===== src/rtl/v_counter.sv =====
// rtl/v_counter.sv - vertical half of the 640x480@60 VGA raster: line count, registered syncs, video_on, frame tick
module v_counter #(
    parameter int H_VISIBLE = 640,
    parameter int H_FRONT   = 16,
    parameter int H_SYNC    = 96,
    parameter int V_VISIBLE = 480,
    parameter int V_FRONT   = 10,
    parameter int V_SYNC    = 2,
    parameter int V_BACK    = 33
) (
    input  logic       clk,
    input  logic       rst,
    input  logic [9:0] h_count,
    input  logic       trig_v,
    output logic [9:0] v_count,
    output logic       hsync,
    output logic       vsync,
    output logic       video_on,
    output logic       frame_tick
);

    localparam int V_TOTAL = V_VISIBLE + V_FRONT + V_SYNC + V_BACK;

    // Window boundaries as 10-bit constants so every compare is unsigned 10-bit.
    localparam logic [9:0] V_LAST       = 10'(V_TOTAL - 1);
    localparam logic [9:0] H_VIS_END    = 10'(H_VISIBLE);
    localparam logic [9:0] V_VIS_END    = 10'(V_VISIBLE);
    localparam logic [9:0] H_SYNC_START = 10'(H_VISIBLE + H_FRONT);
    localparam logic [9:0] H_SYNC_END   = 10'(H_VISIBLE + H_FRONT + H_SYNC);
    localparam logic [9:0] V_SYNC_START = 10'(V_VISIBLE + V_FRONT);
    localparam logic [9:0] V_SYNC_END   = 10'(V_VISIBLE + V_FRONT + V_SYNC);

    logic trig_prev;
    logic line_edge;
    logic at_last_line;
    logic h_in_sync;
    logic v_in_sync;
    logic in_visible;

    // Rising-edge detect and window decodes from the current counts.
    always_comb begin
        line_edge    = trig_v & ~trig_prev;
        at_last_line = (v_count == V_LAST);
        h_in_sync    = (h_count >= H_SYNC_START) && (h_count < H_SYNC_END);
        v_in_sync    = (v_count >= V_SYNC_START) && (v_count < V_SYNC_END);
        in_visible   = (h_count < H_VIS_END) && (v_count < V_VIS_END);
    end

    // Trigger history tracks trig_v even in reset, so a trigger held across release is not counted.
    always_ff @(posedge clk) begin
        trig_prev <= trig_v;
    end

    // Line counter and frame tick; the tick fires on the same edge that wraps to line 0.
    always_ff @(posedge clk) begin
        if (rst) begin
            v_count    <= '0;
            frame_tick <= 1'b0;
        end else begin
            frame_tick <= line_edge & at_last_line;
            if (line_edge) begin
                v_count <= at_last_line ? 10'd0 : v_count + 10'd1;
            end
        end
    end

    // Registered sync/visible decodes, one clock behind their source counts.
    always_ff @(posedge clk) begin
        if (rst) begin
            hsync    <= 1'b1;
            vsync    <= 1'b1;
            video_on <= 1'b0;
        end else begin
            hsync    <= ~h_in_sync;
            vsync    <= ~v_in_sync;
            video_on <= in_visible;
        end
    end

endmodule

===== config.mk =====
export PLATFORM = sky130hd
export DESIGN_NAME = v_counter
export DESIGN_NICKNAME = d
export VERILOG_FILES = /design/src/rtl/v_counter.sv
export SDC_FILE = /design/constraint.sdc
export NUM_CORES = 1
export LEC_CHECK = 0
export BUFFER_PORTS_ARGS = -buffer_cell sky130_fd_sc_hd__buf_2
export CORE_MARGIN = 4
export CORE_UTILIZATION = 45
export DETAILED_ROUTE_END_ITERATION = 10
export PLACE_DENSITY = 0.82
export SLEW_MARGIN = 0
export SYNTH_ARGS = -nofsm -noshare
export SYNTH_HDL_FRONTEND = slang
export SYNTH_SLANG_ARGS = --single-unit
export TNS_END_PERCENT = 50

===== constraint.sdc =====
create_clock -name clk -period 1.7 [get_ports clk]
set_input_delay 0.085 -clock clk [delete_from_list [all_inputs] [get_ports clk]]
set_output_delay 0.085 -clock clk [all_outputs]
set_load 0.03 [all_outputs]

==> results by group, run 1 <==
Power and ir drop
  • Clk pwr share: 0.310
  • P_leak: 0.3563 nW
  • Worst VDD drop: 0.0005065 V
  • PwrDens: 706.0 nW/um2
  • Comb power frac: 0.102
  • Int Pwr: 0.4755 mW
  • Switching Share: 0.2321
  • Switching power: 0.1437 mW
  • Flop pwr share: 0.588

Clock network
  • Num Clock Sinks: 15
  • CTS max path bufs: 2
  • CTS tree: built
  • Hold Buf Count CTS: 1
  • Number of buffers created by CTS: 3
  • Insertion delay to the later sink of the worst-skew pair: 0.27 ns
  • CTS clk-pin slew, worst paths: 0.08 ns
  • CTS Root Cell: clkbuf_4
  • CTS resizes: 0
  • H-tree levels: 1
  • Setup Fix Bufs, Post-CTS: 0

GRT
  • Initial antenna violation count: 0
  • Global Route met1 Usage: 0.1762
  • First-pass GRT wire length: 2339 um
  • GR Overflow Total: 0
  • GR peak layer: met2
  • Tot GR Track Use: 0.1462
  • Grt met2 use: 0.2406
  • Met3 Resource Use GR: 0.03831
  • Number of global-route vias before repair: 558
  • Pin count of the biggest net entering global routing: 15

Logic synthesis
  • Post-Syn Area: 693.2 um2
  • Yosys cell types: 24
  • Yosys reg bits: 15
  • Syn Inst Count: 77
  • Synthesis Warnings: 0
  • Sequential fraction of the synthesis area: 0.4332
  • Avg Cell Area, Syn: 9.002 um2
  • Syn_nets: 93

Worst setup path
  • Type of the worst setup path: reg -> reg
  • CP Capture Type: register
  • Critical Path Fanout Max: 8
  • Worst EP required: 1.91 ns
  • CP arrival: 1.76 ns
  • Worst setup SP type: register

Floorplanning
  • Top Ports: 27
  • Die X: 47.25 um
  • Die area: 2232 um2
  • Starting density of the core: 0.5014
  • Die Ht: 47.25 um
  • Core ar.: 1383 um2
  • Cell Rows: 13

Timing
  • Final TNS setup: 0 ns
  • Setup Viol. Count Final: 0
  • Max Freq: 0.6462 GHz
  • RSZ-0062 raised after global routing: false
  • Final Hold Viols: 0
  • Max Slew Vio Count: 0
  • Clock Skew: 0.003875 ns
  • Slew headroom: 0.8142
  • Fin crit period: 1.547 ns
  • Least-Margin Pin Slew: 0.2784 ns
  • Period utilization: 0.9103

Layout
  • P&R area growth vs syn: 26.53%
  • FILL cells: 120
  • Most frequent cells in the layout: 22 x buf_2, 15 x dfxtp_1, 8 x a21oi_1
  • Non-Filler Instances: 121
  • Layout cells sized above 1: 0.2830
  • N_diodes: 0
  • Final nets: 123
  • Commonest non-fill, non-tap cell in the layout: buf_2

Drt
  • Initial DRC count: 4
  • First-pass DRT Iterations: 4
  • Wirelength per Cell: 11.94 um
  • Vias per cell: 5.562
  • Post-Route WL: 1445 um
  • DRC: 0
  • Via Count: 673
  • Post-DRT Antenna Nets: 0

Place
  • Final RePlAce weighted congestion: 0.7873
  • Port Buf Inserts: 22
  • Post-DP HPWL: 1129 um
  • Placed Instances: 116

Flow run
  • Max cap viols: 0

Status
  • Outcome: completed

Min path
  • Worst min path class: in -> reg
cells in the mapped netlist, drive strengths merged:
library cell,number,share of area
nor2b,1,0.0090
a21oi,8,0.058
o41ai,1,0.040
o31ai,3,0.032
nand3,4,0.029
nand2,6,0.032
nor4,1,0.0090
o21ai,6,0.043
inv,4,0.022
nor3,1,0.0072
nand4b,1,0.013
xor2,1,0.013
and3,1,0.0090
nand3b,1,0.011
ha,3,0.054
or4,5,0.054
dfxtp,15,0.43
or4b,1,0.020
xnor2,1,0.013
clkbuf,1,0.0054
nand4,1,0.0090
nand2b,3,0.027
or3,4,0.036
nor2,4,0.022
worst max-delay path, stage by stage (launching register included):
cell and delay (ns):
dfxtp_1 0.46, ha_1 0.26, nand3_1 0.14, or4_1 0.49, a21oi_1 0.14
per-stage QoR:
| step | hold slack, ns | instance area (um2) | utilization | setup WS (ns) | total power, mW |
|---|---|---|---|---|---|
| 2_1_floorplan | 0.1127 | 693.2 | - | 0.04073 | 0.4070 |
| 3_3_place_gp | 0.2367 | 840.8 | 0.6081 | 0.1890 | 0.4319 |
| 3_5_place_dp | 0.2445 | 840.8 | 0.6081 | 0.1645 | 0.4344 |
| 4_1_cts | 0.009721 | 877.1 | 0.6344 | 0.1469 | 0.6295 |
| 5_1_grt | 0.003780 | 877.1 | 0.6344 | 0.02595 | 0.6545 |
| 6_report | 0.01376 | 877.1 | 0.6344 | 0.1525 | 0.6193 |
layer usage:
layer | wire length [um] | share of wire | up-vias
li1 | - | - | 342
met1 | 654 | 0.45 | 310
met2 | 666 | 0.46 | 19
met3 | 112 | 0.078 | 2
met4 | 10 | 0.0069 | 0
met5 | 0 | 0 | -
sequential cells by signal, indices dropped and copies added, names as in the netlist:
register    cells
frame_tick      1
vsync           1
hsync           1
video_on        1
trig_prev       1
v_count        10
kinds of logic (layout without fill, tap and decap cells):
kind of cell             count (synthesis)  after routing  share of synthesized area
XOR/XNOR                                 2              2                    0.02528
adder cells (fa/ha/maj)                  3              3                    0.05416
buffers and inverters                    5             34                    0.02706
AO/OA/AOI/OAI                           18             18                     0.1733
AND/OR/NAND/NOR                         34             34                     0.2870
flip-flops                              15             15                     0.4332
path summary, 6_finish.rpt:
kind	from	to	slack, ns	cells after the start
worst min register to register	v_count[9]	v_count[9]	0.51	2
worst max-delay path	v_count[1]	v_count[8]	0.15	4
worst max register to register	v_count[1]	v_count[8]	0.15	4
worst min-delay path	rst	frame_tick	0.01	2
area by class of cell:
class	count	area, um2	share of cell area
Multi-Input combinational cell	57	374.1	0.4265
Sequential cell	15	300.3	0.3424
Timing Repair Buffer	26	142.6	0.1626
Clock buffer	4	26.28	0.02996
Tap cell	15	18.77	0.02140
Inverter	4	15.01	0.01712
power groups by stage:
stage	clock network (mW)	logic (mW)	registers, mW
6_report	0.192	0.0630	0.364
5_1_grt	0.220	0.0695	0.365
4_1_cts	0.201	0.0642	0.364
3_5_place_dp	0	0.0622	0.372
3_3_place_gp	0	0.0600	0.372
2_1_floorplan	0	0.0251	0.382
Power figures use the tool's default switching activity.
==> run 2, diff against run 1 <==
- CORE_MARGIN: 4 -> 2
- GPL_ROUTABILITY_DRIVEN: not set -> 0
==> run 2 against run 1 <==
Core utilization is 2.5 points lower. Wire length is 9.8% higher. Sequential power hardly changed. Final cell count is 2.5% higher. Clock power is 5% higher. Critical path depth stayed put. Sequential cell count stayed put. Largest cell class unchanged. Largest power group unchanged.
==> results by group, run 2 (same netlist as run 1, synthesis figures left out) <==
Status
  • Outcome: completed

Drt
  • Via Count: 666 (-1.0%)
  • Initial DRC count: 4 (unchanged)
  • Post-Route WL: 1586 um (+9.8%)
  • Post-DRT Antenna Nets: 0 (unchanged)
  • DR top layer: met4
  • DRC: 0 (unchanged)
  • WL met2: 754 um (+13%)
  • Met3 routed WL: 77 um (-31%)
  • Wirelength per Cell: 12.79 um (+7.1%)
  • Vias per cell: 5.371 (-3.4%)
  • Metal1 wirelength: 711 um (+8.7%)
  • First-pass DRT Iterations: 4 (unchanged)

Clock network
  • CTS tree: built
  • CTS max path bufs: 2 (unchanged)
  • CTS resizes: 0 (unchanged)
  • Setup Fix Bufs, Post-CTS: 0 (unchanged)
  • H-tree levels: 1 (unchanged)
  • Num Clock Sinks: 15 (unchanged)
  • CTS clk-pin slew, worst paths: 0.10 ns (+0.02 ns)
  • Insertion delay to the later sink of the worst-skew pair: 0.28 ns (about the same)
  • Number of buffers created by CTS: 3 (unchanged)
  • CTS Root Cell: clkbuf_4

GRT
  • Tot GR Track Use: 0.1899 (+0.04372)
  • Number of global-route vias before repair: 605 (+8.4%)
  • First-pass GRT wire length: 2518 um (+7.7%)
  • GR Overflow Total: 0 (unchanged)
  • Pin count of the biggest net entering global routing: 15 (unchanged)
  • Initial antenna violation count: 0 (unchanged)

Worst setup path
  • Slowest CP cell: or4_1
  • Worst EP required: 1.92 ns (about the same)
  • Worst setup SP type: register
  • Critical path's largest stage delay: 0.49 ns (about the same)
  • CP Capture Type: register
  • CP Buf/Inv Count: 0 (unchanged)
  • CP cell instances: ha_1 -> nand3_1 -> or4_1 -> a21oi_1
  • CP arrival: 1.80 ns (+0.04 ns)
  • Critical Path Fanout Max: 8 (unchanged)
  • Type of the worst setup path: reg -> reg
  • Crit path max-delay family: simple AND/OR/NAND/NOR gates

Layout
  • Util after Layout: 0.6097 (-0.02470)
  • P&R area growth vs syn: 29.42%
  • Final nets: 125 (+1.6%)
  • Layout cells sized above 1: 0.2963 (+0.01328)
  • Max reg flops: 10 (unchanged)
  • Most frequent cells in the layout: 22 x buf_2, 15 x dfxtp_1, 8 x a21oi_1
  • FILL cells: 141 (+18%)
  • N_diodes: 0 (unchanged)
  • Commonest non-fill, non-tap cell in the layout: buf_2
  • Non-Filler Instances: 124 (+2.5%)
  • Most flops, register: v_count

Timing
  • Slew headroom: 0.8124 (-0.001776)
  • Max Freq: 0.6331 GHz (-2.0%)
  • RSZ-0062 raised after global routing: false
  • Max Slew Vio Count: 0 (unchanged)
  • Final Hold Viols: 0 (unchanged)
  • Final TNS setup: 0 ns (unchanged)
  • Clock Skew: 0.01064 ns (+0.006768 ns)
  • Hold slack: 0.02808 ns (+0.01432 ns)
  • Fin crit period: 1.579 ns (+0.03202 ns)
  • Least-Margin Pin Slew: 0.2789 ns (+0.0004729 ns)
  • Period utilization: 0.9291 (+0.01884)
  • Setup Viol. Count Final: 0 (unchanged)

Floorplanning
  • Die Ht: 43.25 um (-8.5%)
  • Starting density of the core: 0.4711 (-0.03027)
  • Cell Rows: 14 (+1)
  • Core ar.: 1471 um2 (+6.4%)
  • Die area: 1870 um2 (-16%)
  • Top Ports: 27 (unchanged)
  • Die X: 43.25 um (-8.5%)

Power and ir drop
  • P_leak: 0.3687 nW (+3.5%)
  • PwrDens: 703.2 nW/um2 (-0.40%)
  • Worst VDD drop: 0.0005560 V (+9.8%)

Place
  • Port Buf Inserts: 22 (unchanged)
  • Placed Instances: 118 (+1.7%)
  • Post-DP HPWL: 1180 um (+4.6%)

Min path
  • Worst min path class: in -> reg

Flow run
  • Max cap viols: 0 (unchanged)
[run 2: cell count changes in the layout (fill, tap and decap cells not counted)]
cell           previous run  this run
dlygate4sd3_1             1         2
clkbuf_1                  1         0
buf_4                     3         4
clkinv_2                  0         1
[run 2: layout make-up]
class,instances,area (um2),area share
Timing Repair Buffer,28,160.2,0.1785
Multi-Input combinational cell,57,374.1,0.4170
Clock buffer,3,22.52,0.02510
Inverter,4,15.01,0.01674
Sequential cell,15,300.3,0.3347
Clock inverter,1,5.005,0.005579
Tap cell,16,20.02,0.02232
[run 2: what timing repair did]
item	CTS	global route
hold buffers	2	0
hold endpoints to repair	2	0
setup endpoints to repair	0	0
[run 2: power by group]
part | total (mW) | internal (mW) | leakage, nW | switching, mW
clock network | 0.202 | 0.0873 | 0.0177 | 0.115
registers | 0.364 | 0.358 | 0.122 | 0.00641
logic | 0.0647 | 0.0285 | 0.229 | 0.0361
[run 2: worst min-delay path: stages]
cell and delay (ns):
buf_2 0.09, nor4_1 0.05, nand2_1 0.05
[run 2: stage by stage]
| stage | area, um2 | setup slack [ns] | power, mW |
|---|---|---|---|
| after global routing | 897.1 | 0.01846 | 0.6624 |
| after floorplan | 693.2 | 0.04073 | 0.4070 |
| after global placement | 849.6 | 0.2068 | 0.4314 |
| after detailed placement | 849.6 | 0.1620 | 0.4340 |
| after CTS | 897.1 | 0.1023 | 0.6390 |
| final | 897.1 | 0.1205 | 0.6309 |
[run 2: layer usage]
metal  vias up  track usage
li1        347            -
met1       296       0.2010
met2        19       0.3284
met3         4      0.03830
met4         0       0.1333
met5         -            0
[run 2: final timing paths]
check / slack (ns) / end / cells after the start / from
max: 0.12 / v_count[8] / 4 / v_count[1]
min: 0.03 / hsync / 3 / h_count[8]
max reg2reg: 0.12 / v_count[8] / 4 / v_count[1]
min reg2reg: 0.53 / v_count[9] / 2 / v_count[9]
==> run 3, diff against run 2 <==
- CORE_UTILIZATION: 45 -> 41
- PLACE_DENSITY: 0.82 -> 0.79
- clock period: 1.7 -> 1.4 ns (I/O delays scaled with it)
==> run 3 against run 2 <==
The run now ends with negative setup slack left. Sequential cell count did not move. Register-to-register slack got worse by 0.25 ns. Wire length rose by 6.9%. Combinational power rose by 44%. Die area rose by 8.8%. Clock-buffer cell count did not move. Core utilization rose by 4.4 points. Cell area rose by 12%. Non-clock buffer count rose by 11. Via count rose by 8.4%. Sequential share of layout area fell by 1.9 points. Critical path type unchanged. Largest cell class unchanged.
==> results by group, run 3 (same netlist as run 1, synthesis figures left out) <==
Layout
  • N_diodes: 0 (unchanged)
  • Most flops, register: v_count
  • Non-Filler Instances: 135 (+8.9%)
  • Commonest non-fill, non-tap cell in the layout: buf_2
  • Layout cells sized above 1: 0.4370 (+0.1407)
  • Util after Layout: 0.6534 (+0.04372)
  • Most frequent cells in the layout: 22 x buf_2, 14 x buf_4, 7 x dfxtp_1
  • Final instance area: 1007 um2 (+12%)
  • P&R area growth vs syn: 45.31%
  • Final nets: 136 (+8.8%)
  • Max reg flops: 10 (unchanged)
  • FILL cells: 127 (-9.9%)

Flow run
  • Max cap viols: 0 (unchanged)

Power and ir drop
  • Clk pwr share: 0.330 (+0.010)
  • Switching power: 0.2083 mW (+32%)
  • P_leak: 0.4290 nW (+16%)
  • Flop pwr share: 0.552 (-0.025)
  • Switching Share: 0.2645 (+0.01502)
  • Comb power frac: 0.118 (+0.016)
  • Worst VDD drop: 0.0004854 V (-13%)
  • Int Pwr: 0.5794 mW (+22%)
  • PwrDens: 782.0 nW/um2 (+11%)

Drt
  • Post-Route WL: 1696 um (+6.9%)
  • Vias per cell: 5.348 (-0.42%)
  • Wirelength per Cell: 12.56 um (-1.8%)
  • DRC: 0 (unchanged)
  • Initial DRC count: 17 (+13)
  • Post-DRT Antenna Nets: 0 (unchanged)
  • First-pass DRT Iterations: 4 (unchanged)
  • Via Count: 722 (+8.4%)

Worst setup path
  • CP cell instances: or4b_4 -> o41ai_4 -> buf_4 -> a21oi_1
  • CP arrival: 1.71 ns (-0.09 ns)
  • CP Capture Type: register
  • Critical path's largest stage delay: 0.54 ns (+0.05 ns)
  • Slowest CP cell: or4b_4
  • Worst setup SP type: register
  • Worst EP required: 1.58 ns (-0.34 ns)
  • Critical Path Fanout Max: 6 (-2)
  • Type of the worst setup path: reg -> reg

Min path
  • Worst min path class: in -> reg

Status
  • Outcome: complete, but fails checks
  • Failing checks: negative setup slack

Clock network
  • CTS Root Cell: clkbuf_4
  • CTS clk-pin slew, worst paths: 0.10 ns (about the same)
  • Num Clock Sinks: 15 (unchanged)
  • H-tree levels: 1 (unchanged)
  • CTS tree: built
  • Number of buffers created by CTS: 3 (unchanged)
  • CTS max path bufs: 2 (unchanged)
  • Insertion delay to the later sink of the worst-skew pair: 0.30 ns (+0.02 ns)

Timing
  • Max Freq: 0.6550 GHz (+3.5%)
  • Least-Margin Pin Slew: 0.2659 ns (-0.01297 ns)
  • Final Hold Viols: 0 (unchanged)
  • RSZ-0062 raised after global routing: true
  • PnR worst setup slack: -0.1267 ns (-0.2472 ns)
  • Fin crit period: 1.527 ns (-0.05280 ns)
  • Setup Viol. Count Final: 11 (+11)
  • Period utilization: 1.090 (+0.1614)
  • Hold slack: 0.003099 ns (-0.02498 ns)
  • Slew headroom: 0.8221 (+0.009759)
  • Max Slew Vio Count: 0 (unchanged)
  • Final TNS setup: -1.045 ns (-1.045 ns)
  • Clock Skew: 0.006007 ns (-0.004636 ns)

GRT
  • Pin count of the biggest net entering global routing: 15 (unchanged)
  • GR Overflow Total: 0 (unchanged)
  • Initial antenna violation count: 0 (unchanged)
  • Tot GR Track Use: 0.1874 (-0.002499)
  • Number of global-route vias before repair: 658 (+8.8%)
  • First-pass GRT wire length: 2656 um (+5.5%)

Floorplanning
  • Die Ht: 45.12 um (+4.3%)
  • Top Ports: 27 (unchanged)
  • Core ar.: 1541 um2 (+4.8%)
  • Die X: 45.12 um (+4.3%)
  • Starting density of the core: 0.4497 (-0.02141)
  • Cell Rows: 14 (unchanged)
  • Die area: 2035 um2 (+8.8%)

Place
  • Port Buf Inserts: 22 (unchanged)
  • Placed Instances: 128 (+8.5%)
  • Post-DP HPWL: 1295 um (+9.7%)
  • Cell Area, Placed: 942.2 um2 (+11%)
==> run 3: worst max-delay path, delay by kind of cell (launching register included) <==
kind | cells | cell delay (ns)
flops | 1 | 0.35
buf+inv | 1 | 0.21
simple gates | 1 | 0.54
compound gates | 2 | 0.30
==> run 3: final cells by class <==
class                      count  area [um2]  area share
sequential                    15       317.8      0.3155
inverter                       4       15.01     0.01491
timing repair buffer          39       245.2      0.2435
tap                           16       20.02     0.01988
clock inverter                 1       5.005    0.004969
multi-input combinational     57       381.6      0.3789
clock buffer                   3       22.52     0.02236
==> run 3: final timing paths <==
check	end	startpoint	cells past startpoint	slack (ns)
setup reg to reg	v_count[8]	v_count[8]	4	-0.13
hold reg to reg	v_count[3]	v_count[3]	2	0.51
setup / recovery	v_count[8]	v_count[8]	4	-0.13
hold / removal	hsync	h_count[6]	3	0.003
==> run 3: power by group through the flow <==
stage | logic [mW] | clock network, mW | registers (mW)
finish | 0.0929 | 0.260 | 0.435
floorplan | 0.0305 | 0 | 0.459
global placement | 0.0822 | 0 | 0.445
global route | 0.101 | 0.285 | 0.436
detailed placement | 0.0854 | 0 | 0.445
CTS | 0.0932 | 0.266 | 0.435
==> run 3: metrics by stage <==
stage,power [mW],worst slack [ns]
2_1_floorplan,0.4894,-0.1268
3_3_place_gp,0.5269,-0.07410
3_5_place_dp,0.5306,-0.1066
4_1_cts,0.7940,-0.1361
5_1_grt,0.8227,-0.1791
6_report,0.7877,-0.1267
==> run 3: per-layer routing <==
metal  GRT usage  part of all wire  up-vias  routed length, um
li1            -                 -      368                  -
met4      0.1059             0.027        0                 45
met2      0.3229              0.47       25                804
met5           0                 0        -                  0
met3     0.04800             0.058        5                 99
met1      0.2070              0.44      324                746
==> run 3: repair_timing <==
action,CTS,global route
setup endpoints to repair,11,11
pin swaps,0,0
resized for setup,2,0
endpoints found under the hold margin,3,0
hold buffers,3,0
setup buffers,0,0
